## config.mk

```make
export PLATFORM = sky130hd
export DESIGN_NAME = regfile_wb
export DESIGN_NICKNAME = d
export VERILOG_FILES = /design/src/rtl/etcpu_pckg.sv /design/src/rtl/wb_fifo.sv /design/src/rtl/regfile_wb.sv
export SDC_FILE = /design/constraint.sdc
export NUM_CORES = 1
export LEC_CHECK = 0
export CAP_MARGIN = 20
export CORE_MARGIN = 4
export CORE_UTILIZATION = 35
export DETAILED_ROUTE_END_ITERATION = 8
export GPL_TIMING_DRIVEN = 0
export PLACE_DENSITY = 0.66
export SYNTH_ARGS = -nofsm -noshare
export SYNTH_HDL_FRONTEND = slang
export SYNTH_SLANG_ARGS = --single-unit
```

## constraint.sdc

```tcl
create_clock -name clk -period 7.25 [get_ports clk]
set_input_delay 0.725 -clock clk [delete_from_list [all_inputs] [get_ports clk]]
set_output_delay 0.725 -clock clk [all_outputs]
set_load 0.02 [all_outputs]
```

## src/rtl/etcpu_pckg.sv

```systemverilog
// Shared CPU-wide constants and the writeback request type passed between
// the writeback FIFO and the writeback register.
package etcpu_pckg;

   localparam int REG_W     = 5;
   localparam int REG_N     = 32;
   localparam int REG_S     = 32;
   localparam int WB_FIFO_D = 2;

   typedef struct packed {
      logic [REG_W-1:0] wa;
      logic [REG_S-1:0] wd;
   } wb_req_t;

endpackage

```

## src/rtl/wb_fifo.sv

```systemverilog
// Circular FIFO of writeback requests. Every slot and its valid bit are
// exposed so the stage can flag hazards against anything still buffered.
module wb_fifo #(
   parameter int DEPTH = etcpu_pckg::WB_FIFO_D,
   localparam int PW = (DEPTH > 1) ? $clog2(DEPTH) : 1,
   localparam int CW = $clog2(DEPTH + 1)
) (
   input  logic                                clk,
   input  logic                                rst_n,
   input  logic                                push,
   input  etcpu_pckg::wb_req_t                 push_req,
   input  logic                                pop,
   output etcpu_pckg::wb_req_t                 head,
   output logic [CW-1:0]                       count,
   output etcpu_pckg::wb_req_t [DEPTH-1:0]     entries,
   output logic [DEPTH-1:0]                    entry_vld
);
   import etcpu_pckg::*;

   wb_req_t [DEPTH-1:0] mem;
   logic [PW-1:0]       rd_ptr;
   logic [PW-1:0]       wr_ptr;
   logic                do_push;
   logic                do_pop;

   function automatic logic [PW-1:0] ptr_inc(input logic [PW-1:0] p);
      return (p == PW'(DEPTH - 1)) ? '0 : p + 1'b1;
   endfunction

   // Overflowing pushes and underflowing pops are ignored rather than corrupting state.
   assign do_push = push && (count < CW'(DEPTH));
   assign do_pop  = pop && (count != '0);

   always_ff @(posedge clk) begin
      if (!rst_n) begin
         rd_ptr    <= '0;
         wr_ptr    <= '0;
         count     <= '0;
         entry_vld <= '0;
      end else begin
         if (do_push) begin
            wr_ptr            <= ptr_inc(wr_ptr);
            entry_vld[wr_ptr] <= 1'b1;
         end
         if (do_pop) begin
            rd_ptr            <= ptr_inc(rd_ptr);
            entry_vld[rd_ptr] <= 1'b0;
         end
         if (do_push && !do_pop) begin
            count <= count + 1'b1;
         end else if (do_pop && !do_push) begin
            count <= count - 1'b1;
         end
      end
   end

   always_ff @(posedge clk) begin
      if (do_push) begin
         mem[wr_ptr] <= push_req;
      end
   end

   assign head    = mem[rd_ptr];
   assign entries = mem;

endmodule

```

## src/rtl/regfile_wb.sv

```systemverilog
// Writeback stage: merges LSU returns and buffered ALU results onto the
// single regfile write port, and provides decode-side bypass and hazard flag.
module regfile_wb #(
   parameter int REG_W  = etcpu_pckg::REG_W,
   parameter int REG_N  = etcpu_pckg::REG_N,
   parameter int REG_S  = etcpu_pckg::REG_S,
   parameter int FIFO_D = etcpu_pckg::WB_FIFO_D
) (
   input  logic             clk,
   input  logic             rst_n,
   input  logic             alu_vld,
   output logic             alu_rdy,
   input  logic [REG_W-1:0] alu_wa,
   input  logic [REG_S-1:0] alu_wd,
   input  logic             lsu_vld,
   input  logic [REG_W-1:0] lsu_wa,
   input  logic [REG_S-1:0] lsu_wd,
   output logic             we,
   output logic [REG_W-1:0] wa,
   output logic [REG_S-1:0] wd,
   input  logic [REG_W-1:0] rs1,
   input  logic [REG_W-1:0] rs2,
   input  logic [REG_S-1:0] rf_rd1,
   input  logic [REG_S-1:0] rf_rd2,
   output logic [REG_S-1:0] op1,
   output logic [REG_S-1:0] op2,
   output logic             hzd
);
   import etcpu_pckg::*;

   localparam int CW = $clog2(FIFO_D + 1);

   if (FIFO_D < 1 || REG_N > (1 << REG_W)) begin : g_bad_cfg
      $error("regfile_wb: FIFO_D must be >= 1 and REG_N must fit in REG_W bits");
   end

   wb_req_t               alu_req;
   wb_req_t               lsu_req;
   wb_req_t               fifo_head;
   wb_req_t [FIFO_D-1:0]  fifo_entries;
   logic [FIFO_D-1:0]     fifo_vld;
   logic [CW-1:0]         fifo_count;
   logic                  fifo_push;
   logic                  fifo_pop;
   logic                  alu_acc;
   logic                  win_vld;
   wb_req_t               win;

   assign alu_req = '{wa: alu_wa, wd: alu_wd};
   assign lsu_req = '{wa: lsu_wa, wd: lsu_wd};
   assign alu_rdy = rst_n && (fifo_count < CW'(FIFO_D));
   assign alu_acc = alu_vld && alu_rdy;

   wb_fifo #(.DEPTH(FIFO_D)) u_fifo (
      .clk       (clk),
      .rst_n     (rst_n),
      .push      (fifo_push),
      .push_req  (alu_req),
      .pop       (fifo_pop),
      .head      (fifo_head),
      .count     (fifo_count),
      .entries   (fifo_entries),
      .entry_vld (fifo_vld)
   );

   // LSU can never be stalled, so it always wins; buffered ALU results come
   // next to preserve ALU order, and only an empty FIFO lets the ALU bypass.
   always_comb begin
      fifo_push = 1'b0;
      fifo_pop  = 1'b0;
      win_vld   = 1'b0;
      win       = alu_req;
      if (lsu_vld) begin
         win_vld   = 1'b1;
         win       = lsu_req;
         fifo_push = alu_acc;
      end else if (fifo_count != '0) begin
         win_vld   = 1'b1;
         win       = fifo_head;
         fifo_pop  = 1'b1;
         fifo_push = alu_acc;
      end else if (alu_acc) begin
         win_vld   = 1'b1;
         win       = alu_req;
      end
   end

   // Writes to x0 are consumed here so the regfile never sees them.
   always_ff @(posedge clk) begin
      if (!rst_n) begin
         we <= 1'b0;
         wa <= '0;
         wd <= '0;
      end else if (win_vld) begin
         we <= (win.wa != '0);
         wa <= win.wa;
         wd <= win.wd;
      end else begin
         we <= 1'b0;
      end
   end

   assign op1 = (we && (wa == rs1) && (rs1 != '0)) ? wd : rf_rd1;
   assign op2 = (we && (wa == rs2) && (rs2 != '0)) ? wd : rf_rd2;

   function automatic logic rs_hit(input logic [REG_W-1:0] dst,
                                   input logic [REG_W-1:0] p1,
                                   input logic [REG_W-1:0] p2);
      return ((p1 != '0) && (p1 == dst)) || ((p2 != '0) && (p2 == dst));
   endfunction

   // Anything accepted but not yet sitting in the wb register is a hazard.
   always_comb begin
      hzd = 1'b0;
      for (int i = 0; i < FIFO_D; i++) begin
         if (fifo_vld[i] && rs_hit(fifo_entries[i].wa, rs1, rs2)) begin
            hzd = 1'b1;
         end
      end
      if (lsu_vld && rs_hit(lsu_wa, rs1, rs2)) begin
         hzd = 1'b1;
      end
      if (alu_acc && rs_hit(alu_wa, rs1, rs2)) begin
         hzd = 1'b1;
      end
   end

endmodule
```

==> impl_metrics.env, run 1 <==
export IMPL_ys_seq_area_share_pct=47.27
export IMPL_min_path_cells=2
export IMPL_grt_overflow_total=0
export IMPL_r2r_slack_ns=4.82
export IMPL_syn_instance_count=564
export IMPL_cts_max_level=4
export IMPL_crit_type="input port to output pin"
export IMPL_final_nets=982
export IMPL_clockBufferDepth=2
export IMPL_finalCriticalPeriod_ns=3.840
export IMPL_ios=256
export IMPL_hold_start="wd[28]"
export IMPL_cts_tree="built"
export IMPL_cts_buffers=17
export IMPL_finalHoldViolations=0
export IMPL_crit_arrival_ns=3.11
export IMPL_drc=0
export IMPL_reg2reg_to="u_fifo.count[1]"
export IMPL_dr_pass1_iters=5
export IMPL_grt_antenna_before_repair=0
export IMPL_tns_ns=0
export IMPL_start_util_pct=36.05
export IMPL_dp_final_hpwl_microns=16900
export IMPL_yosysWarnings=0
export IMPL_fin_crit_sh_pct=52.97
export IMPL_place_congestion=0.8706
export IMPL_path_cells="clkbuf_1 -> clkbuf_1 -> clkbuf_1 -> o21ai_0 -> nand4_1 -> clkdlybuf4s50_1"
export IMPL_cts_hold_buf=0
export IMPL_wl_microns=21710
export IMPL_outcome="finished, final reports clean"
export IMPL_drv_slew=0
export IMPL_n_antenna_cell=0
export IMPL_cts_root_buf="clkbuf_16"
export IMPL_ir_drop_uv=157.2
export IMPL_grt_first_pass_wirelength_microns=34030
export IMPL_start_kind="input port"
export IMPL_cp_top_family="buffers and inverters"
export IMPL_yosysUniqueCellTypes=33
export IMPL_fin_util_pct=54.63
export IMPL_clock_sinks=118
export IMPL_hold_ws_ns=0.5356
export IMPL_cp_end_kind="output pin"
export IMPL_avgSynthCellArea_sq_um=11.64
export IMPL_vias=5568
export IMPL_cpMostUsedCell="clkbuf_1"
export IMPL_die_area_sq_mm=0.02101
export IMPL_synth_edf_count=74
export IMPL_rows=49
export IMPL_grt_pass1_vias=6021
export IMPL_die_x_microns=144.9
export IMPL_syn_to_final_growth_pct=51.56
export IMPL_leakage_nw=3.572
export IMPL_fillers=1574
export IMPL_fp_coreArea_sq_mm=0.01821
export IMPL_syn_nets=717
export IMPL_crit_fanout=10
export IMPL_synth_cell_area_sq_mm=0.006564
export IMPL_timing_fmax_mhz=260.4
export IMPL_finClkSkew_ns=0.006994
export IMPL_hold_path_class="register to register"
export IMPL_grt_max_degree=23
export IMPL_worst_pin_slew_ns=0.7676
export IMPL_setup_violations=0
export IMPL_ant_nets=0
export IMPL_powerDensity_mw_per_mm2=277.9
export IMPL_ys_async_sr_fraction_pct=0
export IMPL_total_power_mw=2.764
export IMPL_path_clk_slew_ns=0.06
export IMPL_wire_per_inst_microns=20.27
export IMPL_cts_setup_buffers=0
export IMPL_ys_seq_elements=118
export IMPL_io_buffers=244
export IMPL_grt_usage_pct=20.41
export IMPL_grt_setup_unrepaired="false"
export IMPL_hold_path_end="wd[28]"
export IMPL_reg2reg_depth=7
export IMPL_drive_gt1_share_pct=15.32
export IMPL_maxSlewHeadroom_pct=48.44
export IMPL_worst_path_buf_inv=4
export IMPL_critPathMaxStageDelay_ns=0.62
export IMPL_initialDrtViolationCount=290
export IMPL_critical_path_slowest_cell="clkdlybuf4s50_1"
export IMPL_ctsResizeCount=0
export IMPL_synthFlopType="edfxtp_1"
export IMPL_r2r_start="u_fifo.count[0]"
export IMPL_cp_required_ns=6.52
export IMPL_clk_insertion_delay_late_ns=0.41
export IMPL_vias_per_cell=5.199
export IMPL_maxCapViolCount=0
export IMPL_die_h_microns=144.9
-- cell families after synthesis --
kind of cell / share of synthesized area, %
compound gates: 12.26
xor+xnor: 7.205
fa+ha+maj: 0.1906
buf+inv: 4.270
flops: 47.27
mux: 20.05
simple gates: 8.750
-- worst max path at each step --
stage,depth (start not counted),to,slack [ns],from
after floorplan,5,u_fifo.entry_vld[0],3.60,rst_n
after global placement,6,u_fifo.entry_vld[0],2.02,rst_n
after detailed placement,6,hzd,3.40,lsu_vld
after CTS,6,hzd,3.41,lsu_vld
after global routing,6,hzd,3.33,lsu_vld
final,6,hzd,3.41,lsu_vld
-- per-stage QoR --
| step | setup WS (ns) | instances | cell area (sq um) |
|---|---|---|---|
| 2_1_floorplan | 3.596 | 564 | 6564 |
| 3_3_place_gp | 2.022 | 1037 | 9293 |
| 3_5_place_dp | 3.401 | 1039 | 9356 |
| 4_1_cts | 3.408 | 1071 | 9948 |
| 5_1_grt | 3.325 | 1071 | 9948 |
| 6_report | 3.410 | 1071 | 9948 |
-- Yosys cell counts, drive strengths merged, types with 8 or more instances --
library cell | n | share of area (%)
a211oi | 72 | 8.2
a21oi | 36 | 2.7
buf | 25 | 2.8
clkbuf | 24 | 1.4
dfxtp | 44 | 13
edfxtp | 74 | 34
mux2 | 64 | 14
mux2i | 37 | 5.6
nand3 | 8 | 0.61
nor2 | 81 | 4.9
nor4 | 10 | 1.4
xnor2 | 32 | 4.3
xor2 | 22 | 2.9
-- layout by cell type, fill, tap and decap left out, types with 3 or more instances in the layout --
cell	n
nand2_1	5
buf_4	3
clkdlybuf4s50_1	244
clkbuf_1	27
bufinv_16	3
nor2b_1	4
xor2_1	22
dfxtp_1	44
buf_2	14
nand4_1	3
o21ai_0	5
a211oi_1	72
nor4_1	8
o31ai_1	3
mux2i_1	37
mux2_4	60
buf_6	8
clkinv_2	3
nand3_1	8
xnor2_1	32
clkbuf_16	17
mux2_2	4
edfxtp_1	74
nor2_1	79
a21oi_1	36
-- power breakdown --
part	leakage [nW]	switching, mW	internal (mW)
combinational	2.25	0.572	0.464
sequential	1.04	0.0874	0.809
clock	0.285	0.280	0.553
-- cell type report --
type                       count  area, sq um  area share [%]
multi-input combinational    395         3189           32.06
clock inverter                10        127.6           1.283
sequential                   118         3103           31.19
timing repair buffer         246         2497           25.10
buffer                        49        272.8           2.742
inverter                       2        7.507         0.07546
clock buffer                  22        464.2           4.666
tap                          229        286.5           2.880
-- state kept, by name (all words and copies together), names as in the netlist --
| register | cells |
|---|---|
| u_fifo.rd_ptr | 1 |
| u_fifo.count | 2 |
| wd | 32 |
| u_fifo.entry_vld | 2 |
| we | 1 |
| u_fifo.wr_ptr | 1 |
| u_fifo.entries | 74 |
| wa | 5 |
-- routing by layer --
metal	global-route usage (%)	wire length, microns
met1	24.09	8914
met2	36.22	10950
met3	5.769	1488
met4	6.128	349
met5	0	0
-- tightest hold or removal path: cells and delay by family (launching register included) --
kind,cells,cell delay [ns]
flops,1,0.33
compound gates,1,0.05
simple gates,1,0.10
(Power assumes the default switching activity.)
==> run 2, diff against run 1 <==
==> constraint.sdc (replaced) <==
create_clock -name clk -period 3.6 [get_ports clk]
set_input_delay 0.36 -clock clk [delete_from_list [all_inputs] [get_ports clk]]
set_output_delay 0.36 -clock clk [all_outputs]
set_load 0.02 [all_outputs]
==> results of run 2 <==
The final DEF is identical to that of run 1. Status: finished, final reports clean.
Main changes from that run: setup slack after placement 3.401 ns -> 0.4811 ns; setup slack after layout 3.410 ns -> 0.2938 ns; start point of the critical path lsu_vld -> wa[3]; end point of the critical path hzd -> op2[8]; register-to-register setup slack 4.82 ns -> 1.17 ns; total power 2.764 mW -> 5.567 mW; worst IR drop on VDD 157.2 uV -> 316.6 uV
